### config.mk
export PLATFORM = sky130hd
export DESIGN_NAME = remex_target
export DESIGN_NICKNAME = d
export VERILOG_FILES = /design/src/rtl/remex_target.sv
export SDC_FILE = /design/constraint.sdc
export NUM_CORES = 1
export LEC_CHECK = 0
export ABC_AREA = 0
export CELL_PAD_IN_SITES_DETAIL_PLACEMENT = 1
export CELL_PAD_IN_SITES_GLOBAL_PLACEMENT = 2
export CORE_MARGIN = 2
export CORE_UTILIZATION = 32
export CTS_BUF_LIST = sky130_fd_sc_hd__clkbuf_2 sky130_fd_sc_hd__clkbuf_4 sky130_fd_sc_hd__clkbuf_8
export DETAILED_ROUTE_END_ITERATION = 16
export GPL_TIMING_DRIVEN = 0
export PLACE_DENSITY_LB_ADDON = 0.1
export SLEW_MARGIN = 25
export SYNTH_ARGS = -nofsm -noshare
export SYNTH_HDL_FRONTEND = slang
export SYNTH_SLANG_ARGS = --single-unit
### constraint.sdc
create_clock -name clk_i -period 2.6 [get_ports clk_i]
set_input_delay 0.26 -clock clk_i [delete_from_list [all_inputs] [get_ports clk_i]]
set_output_delay 0.26 -clock clk_i [all_outputs]
set_load 0.01 [all_outputs]
### src/rtl/remex_target.sv
// remex_target: remote end of the serial expansion link.
// It receives a command frame bit by bit, runs one 16-bit Wishbone B3 cycle,
// and sends back a status byte, followed by read data for a successful read.
module remex_target #(
  parameter int unsigned TIMEOUT = 255,  // max stb_o cycles without ack_i
  parameter int unsigned GAP     = 1023  // max idle cycles between bits inside a frame
) (
  input  logic        clk_i,
  input  logic        reset_i,
  input  logic        rxd_i,
  input  logic        rxe_i,
  output logic        txd_o,
  output logic        txe_o,
  input  logic        tx_rdy_i,
  output logic [23:0] adr_o,
  output logic [15:0] dat_o,
  input  logic [15:0] dat_i,
  output logic        we_o,
  output logic        cyc_o,
  output logic        stb_o,
  output logic [1:0]  sel_o,
  input  logic        ack_i
);

  localparam int unsigned TW = (TIMEOUT > 1) ? $clog2(TIMEOUT + 1) : 1;
  localparam int unsigned GW = (GAP > 1) ? $clog2(GAP + 1) : 1;
  localparam logic [TW-1:0] TMO_LAST = TW'(TIMEOUT - 1);
  localparam logic [GW-1:0] GAP_LAST = GW'(GAP - 1);

  localparam logic [7:0] ST_OK  = 8'hAA;
  localparam logic [7:0] ST_ERR = 8'h55;

  typedef enum logic [2:0] {RX_CMD, RX_ADR, RX_DAT, BUS, TX} state_e;

  state_e        state_q, state_d;
  logic [4:0]    cnt_q, cnt_d;      // bit counter, shared by receive and transmit
  logic [GW-1:0] gap_q, gap_d;
  logic [TW-1:0] tmo_q, tmo_d;
  logic          we_q, we_d;
  logic [23:0]   adr_q, adr_d;
  logic [15:0]   dat_q, dat_d;
  logic [23:0]   resp_q, resp_d;    // response, MSB is the bit on txd_o
  logic          long_q, long_d;    // response carries 16 bits of read data

  logic in_rx;
  logic bit_ok;

  assign in_rx  = (state_q == RX_CMD) || (state_q == RX_ADR) || (state_q == RX_DAT);
  assign bit_ok = in_rx && rxe_i;

  // Next-state logic: frame decoding, bus cycle control and response shifting.
  always_comb begin
    // NOTE: every variable gets its default first so no path can leave one
    // unassigned, which would otherwise infer a latch.
    state_d = state_q;
    cnt_d   = cnt_q;
    gap_d   = gap_q;
    tmo_d   = tmo_q;
    we_d    = we_q;
    adr_d   = adr_q;
    dat_d   = dat_q;
    resp_d  = resp_q;
    long_d  = long_q;

    unique case (state_q)
      RX_CMD: if (bit_ok) begin
        // The first bit of the command is its MSB, the write flag; the rest is ignored.
        if (cnt_q == 5'd0) we_d = rxd_i;
        if (cnt_q == 5'd7) begin
          state_d = RX_ADR;
          cnt_d   = 5'd0;
        end else begin
          cnt_d = cnt_q + 5'd1;
        end
      end
      RX_ADR: if (bit_ok) begin
        adr_d = {adr_q[22:0], rxd_i};
        if (cnt_q == 5'd23) begin
          state_d = we_q ? RX_DAT : BUS;
          cnt_d   = 5'd0;
          tmo_d   = '0;
        end else begin
          cnt_d = cnt_q + 5'd1;
        end
      end
      RX_DAT: if (bit_ok) begin
        dat_d = {dat_q[14:0], rxd_i};
        if (cnt_q == 5'd15) begin
          state_d = BUS;
          cnt_d   = 5'd0;
          tmo_d   = '0;
        end else begin
          cnt_d = cnt_q + 5'd1;
        end
      end
      BUS: begin
        // An ack in the final timeout cycle still wins.
        if (ack_i) begin
          state_d = TX;
          cnt_d   = 5'd0;
          resp_d  = {ST_OK, (we_q ? 16'h0000 : dat_i)};
          long_d  = !we_q;
        end else if (tmo_q == TMO_LAST) begin
          state_d = TX;
          cnt_d   = 5'd0;
          resp_d  = {ST_ERR, 16'h0000};
          long_d  = 1'b0;
        end else begin
          tmo_d = tmo_q + 1'b1;
        end
      end
      TX: if (tx_rdy_i) begin
        resp_d = {resp_q[22:0], 1'b0};
        if (cnt_q == (long_q ? 5'd23 : 5'd7)) begin
          state_d = RX_CMD;
          cnt_d   = 5'd0;
        end else begin
          cnt_d = cnt_q + 5'd1;
        end
      end
      default: begin
        state_d = RX_CMD;
        cnt_d   = 5'd0;
      end
    endcase

    // Inter-bit gap watchdog: an idle line in the middle of a frame drops the frame.
    if (!in_rx || bit_ok) begin
      gap_d = '0;
    end else if ((state_q != RX_CMD) || (cnt_q != 5'd0)) begin
      if (gap_q == GAP_LAST) begin
        state_d = RX_CMD;
        cnt_d   = 5'd0;
        gap_d   = '0;
      end else begin
        gap_d = gap_q + 1'b1;
      end
    end
  end

  // State register with synchronous reset.
  always_ff @(posedge clk_i) begin
    // NOTE: sequential state uses non-blocking assignments so every register
    // samples the pre-edge values, independent of statement order.
    if (reset_i) begin
      state_q <= RX_CMD;
      cnt_q   <= '0;
      gap_q   <= '0;
      tmo_q   <= '0;
      we_q    <= 1'b0;
      adr_q   <= '0;
      dat_q   <= '0;
      resp_q  <= '0;
      long_q  <= 1'b0;
    end else begin
      state_q <= state_d;
      cnt_q   <= cnt_d;
      gap_q   <= gap_d;
      tmo_q   <= tmo_d;
      we_q    <= we_d;
      adr_q   <= adr_d;
      dat_q   <= dat_d;
      resp_q  <= resp_d;
      long_q  <= long_d;
    end
  end

  // Outputs are decoded from registers only, so they never glitch on inputs.
  assign cyc_o = (state_q == BUS);
  assign stb_o = cyc_o;
  assign we_o  = cyc_o && we_q;
  assign sel_o = {2{cyc_o}};
  assign adr_o = {adr_q[23:1], 1'b0};
  assign dat_o = dat_q;
  assign txe_o = (state_q == TX);
  assign txd_o = txe_o && resp_q[23];

endmodule

==> summary by stage <==
Run status
The run finished with clean final reports.

Drt
The length of the first detailed-routing pass in iterations is 4. The average wire per standard cell is 14.8 um. The detailed router placed 3915 vias in this run. Dividing the detail-routed via count by the number of cells gives 4.92. The detailed router finished its first iteration with 211 violations. The post-route DRC violation count is 0. The count of nets left with antenna violations once routing finished came out at 0. The total wirelength of the detailed-routed design is 11.8 mm.

Die
The die span in x is 120 um. The floorplan has 42 rows. The die covers 0.0145 mm^2. 69 I/O pins were placed. After floorplanning, the core was sized to cover 0.0132 mm^2.

The initial standard-cell utilization of the core is 0.327. The die span in y is 120 um.

Setup path
The sort of element at the start of the critical path is a flop. The cell that appears most often on the critical path is sky130_fd_sc_hd__buf_4. The required time of the worst setup path is 2340 ps. On the worst path, the slowest cell contributes a delay of 540 ps. The arrival time of the worst setup path is 2210 ps. The signal on the critical path passes through buf_4, or3b_1, buf_4, clkinvlp_4, buf_6, clkdlybuf4s50_1. The endpoint class of the critical path is an output pin. The critical path in this run is classified as reg -> out. Along the worst path, the maximum fanout reaches 10. The total buffers and inverters traversed by the critical path is 5. The slowest stage of the critical path belongs to the cell sky130_fd_sc_hd__clkdlybuf4s50_1. The kind of cell adding the most delay to the critical path is buffers and inverters.

Synth
Synthesis instantiated 51 different standard cells from the library. The number of synthesized flops with an enable pin is 0. For this run, the number of Yosys warnings is 0.

The number of nets handed over by synthesis was 567. The mapped netlist covers 0.00434 mm^2. The cell count after synthesis came out at 537. The flip-flop and latch count after synthesis is 92. In the synthesized netlist the dominant register cell turns out to be sky130_fd_sc_hd__dfxtp_1. The share of the Yosys chip area taken by registers is 0.425. The proportion of synthesized flip-flops having asynchronous set or reset is 0. After synthesis, the mean cell area works out to 8.08 um^2.

Final layout
The fraction of layout cells with a size suffix above 1 is 0.111. After filler insertion, the fill cell instance count of the layout stands at 1598. From synthesis to final layout, the design area changed by 26.1%. The number of non-filler instances in the completed layout is 796.

At the end of the flow, the number of nets in the layout was 645. The antenna diode instance count is 0.

Placed design
After legalization and detailed placement, the total HPWL measured 8.58 mm. The congestion estimate from routability-driven global placement came to 0.791. The worst setup slack after placement is 153 ps. Once placement completed, the tool counted placed cells totaling 779.

The number of buffers added on ports is 66.

Timing
The timing-limited maximum frequency is 405 MHz. The hold violation total from the final report is 0. Clock skew on the completed layout was measured at 7.04 ps. The worst slew margin relative to its limit is 0.575.

The worst-case setup margin in the final layout is 131 ps. Setup repair after global routing left no endpoint under its margin. Dividing the final minimum period by the clock period gives 0.950.

The final number of setup-violating endpoints is 0. The clock period could shrink to 2470 ps. The final number of max-transition violations is 0.

At the pin with the least slew margin, the transition time is 632 ps.

Clock network
The clock tree synthesis step divided the H-tree into 3 levels. The clock slew at the register clock pins of the worst setup and hold paths is 90 ps. The tree is rooted in a sky130_fd_sc_hd__clkbuf_8. For this design, the sink count on the clock tree is 92. The clock tree buffer depth is 2. The CTS tree is built.

The later pin in the worst-skew pair is clocked with a latency of 380 ps. The number of hold buffers added after cts is 0. The number of clock buffers inserted by TritonCTS is 9.

Global route
The via count of the first global-routing pass is 3951. The global-route wire length before repair is 19.7 mm. The initial antenna violation count is 0. Across every metal layer, demand over resource in global routing totals 0.170. The overflow left after global routing is 0.

Entering global routing, the biggest net connects 16 pins.

Worst hold path
The kind of path behind the tightest hold check is reg -> reg.

Power
Summed over all cells, the static leakage comes to 0.00189 uW. Dividing total power by cell area gives a power density of 487 mW/mm^2. IR analysis of the VDD net gives a maximum drop of 0.000180 V.

Run
Across the run, the number of max-cap violations was 0.
## placed cells by master (no fill, tap or decap), types with 2 or more instances in the layout
cell / netlist / layout
sky130_fd_sc_hd__nand2_1: 121 / 121
sky130_fd_sc_hd__o31ai_1: 5 / 5
sky130_fd_sc_hd__nor3_1: 3 / 3
sky130_fd_sc_hd__nand3_2: 3 / 2
sky130_fd_sc_hd__or3_1: 2 / 2
sky130_fd_sc_hd__nand4_1: 5 / 5
sky130_fd_sc_hd__or4_1: 2 / 2
sky130_fd_sc_hd__mux2i_1: 3 / 3
sky130_fd_sc_hd__nand2b_1: 7 / 7
sky130_fd_sc_hd__buf_4: 32 / 33
sky130_fd_sc_hd__and4_1: 2 / 2
sky130_fd_sc_hd__clkinvlp_4: 0 / 3
sky130_fd_sc_hd__clkdlybuf4s50_1: 0 / 65
sky130_fd_sc_hd__ha_1: 8 / 8
sky130_fd_sc_hd__a31oi_1: 3 / 3
sky130_fd_sc_hd__buf_6: 2 / 3
sky130_fd_sc_hd__o21ai_0: 4 / 4
sky130_fd_sc_hd__a21oi_1: 58 / 58
sky130_fd_sc_hd__and3_1: 4 / 4
sky130_fd_sc_hd__inv_1: 11 / 9
sky130_fd_sc_hd__bufinv_16: 0 / 2
sky130_fd_sc_hd__dfxtp_1: 92 / 92
sky130_fd_sc_hd__o211ai_1: 8 / 8
sky130_fd_sc_hd__nor3b_1: 3 / 3
sky130_fd_sc_hd__nor2b_1: 2 / 2
sky130_fd_sc_hd__and2_1: 5 / 5
sky130_fd_sc_hd__nor2_1: 47 / 47
sky130_fd_sc_hd__xnor2_1: 3 / 3
sky130_fd_sc_hd__a311oi_1: 20 / 20
sky130_fd_sc_hd__clkbuf_1: 20 / 20
sky130_fd_sc_hd__nand3_1: 23 / 23
sky130_fd_sc_hd__clkinv_2: 0 / 2
sky130_fd_sc_hd__clkbuf_8: 0 / 10
sky130_fd_sc_hd__xor2_1: 12 / 12
sky130_fd_sc_hd__buf_2: 6 / 5
## what timing repair did
action                     4_1_cts  5_1_grt
setup endpoints to repair        6        4
gates resized for setup          5        1
buffers inserted                 1        0
## registers in the layout (all words and copies together) (netlist names)
signal and cells:
state_q 3, resp_q 24, adr_q 24, we_q 1, long_q 1, cnt_q 5, gap_q 10, dat_o 16
tmo_q 8
## path summary, 6_finish.rpt
kind                               from               endpoint  slack (ps)  cells past startpoint
hold reg to reg   adr_q[0]$_SDFFE_PP0P_  adr_q[1]$_SDFFE_PP0P_         460                      2
setup reg to reg    cnt_q[0]$_SDFF_PP0_  tmo_q[7]$_SDFFE_PP0P_         260                      9
setup / recovery  state_q[2]$_SDFF_PP0_                  txe_o         130                      6
hold / removal    adr_q[0]$_SDFFE_PP0P_  adr_q[1]$_SDFFE_PP0P_         460                      2
## metal layers
metal	track usage	vias to the layer above	wire length (um)
met1	0.224	1884	5780
met2	0.278	46	5490
met3	0.0255	11	311
met5	0	-	0
li1	-	1974	-
met4	0.0719	0	203
## cell type report
class                      instances  area (um^2)  area share
timing repair buffer              67          667       0.122
tap                              176          220      0.0403
multi-input combinational        374         2090       0.383
inverter                          11         48.8     0.00892
clock buffer                      10          138      0.0252
sequential                        92         1840       0.337
buffer                            60          374      0.0684
clock inverter                     6         86.3      0.0158
## tightest hold or removal path: cells and delay by family, from the launching register on
family | cells | cell delay, ps
and+or+nand+nor | 1 | 50
DFF | 1 | 320
AOI/OAI and AO/OA | 1 | 50
## kinds of logic (layout without fill, tap and decap cells)
family	after synthesis	in the layout	share of synthesized area
mux	3	3	0.00692
xor+xnor	15	15	0.0303
flops	92	92	0.425
compound gates	112	112	0.177
buf+inv	71	154	0.0943
simple gates	235	235	0.242
other cells	1	1	0.000865
fa+ha+maj	8	8	0.0231
## stage by stage
stage | utilization | total power, uW | cell area [um^2] | TNS (ps) | hold slack, ps
6_report | 0.413 | 2660 | 5470 | 0 | 464
3_5_place_dp | 0.394 | 1600 | 5220 | 0 | 457
5_1_grt | 0.413 | 2780 | 5470 | 0 | 470
4_1_cts | 0.413 | 2710 | 5470 | -25.4 | 449
2_1_floorplan | - | 1530 | 4340 | 0 | 396
3_3_place_gp | 0.394 | 1600 | 5220 | 0 | 441
## power by group
| group | switching, uW | internal [uW] | total [uW] |
|---|---|---|---|
| Sequential | 6.91 | 1410 | 1420 |
| Clock | 533 | 568 | 1100 |
| Combinational | 84.7 | 59.0 | 144 |
## synthesized netlist by cell type, types with 6 or more instances
library cell | instances | share of area
sky130_fd_sc_hd__ha_1 | 8 | 0.023
sky130_fd_sc_hd__a21oi_1 | 58 | 0.067
sky130_fd_sc_hd__nand2b_1 | 7 | 0.010
sky130_fd_sc_hd__a311oi_1 | 20 | 0.040
sky130_fd_sc_hd__buf_2 | 6 | 0.0069
sky130_fd_sc_hd__buf_4 | 32 | 0.055
sky130_fd_sc_hd__clkbuf_1 | 20 | 0.017
sky130_fd_sc_hd__xor2_1 | 12 | 0.024
sky130_fd_sc_hd__nor2_1 | 47 | 0.041
sky130_fd_sc_hd__dfxtp_1 | 92 | 0.42
sky130_fd_sc_hd__nand3_1 | 23 | 0.027
sky130_fd_sc_hd__o211ai_1 | 8 | 0.014
sky130_fd_sc_hd__nand2_1 | 121 | 0.10
sky130_fd_sc_hd__inv_1 | 11 | 0.0095
Note: power is estimated with default switching activity, not from simulation.
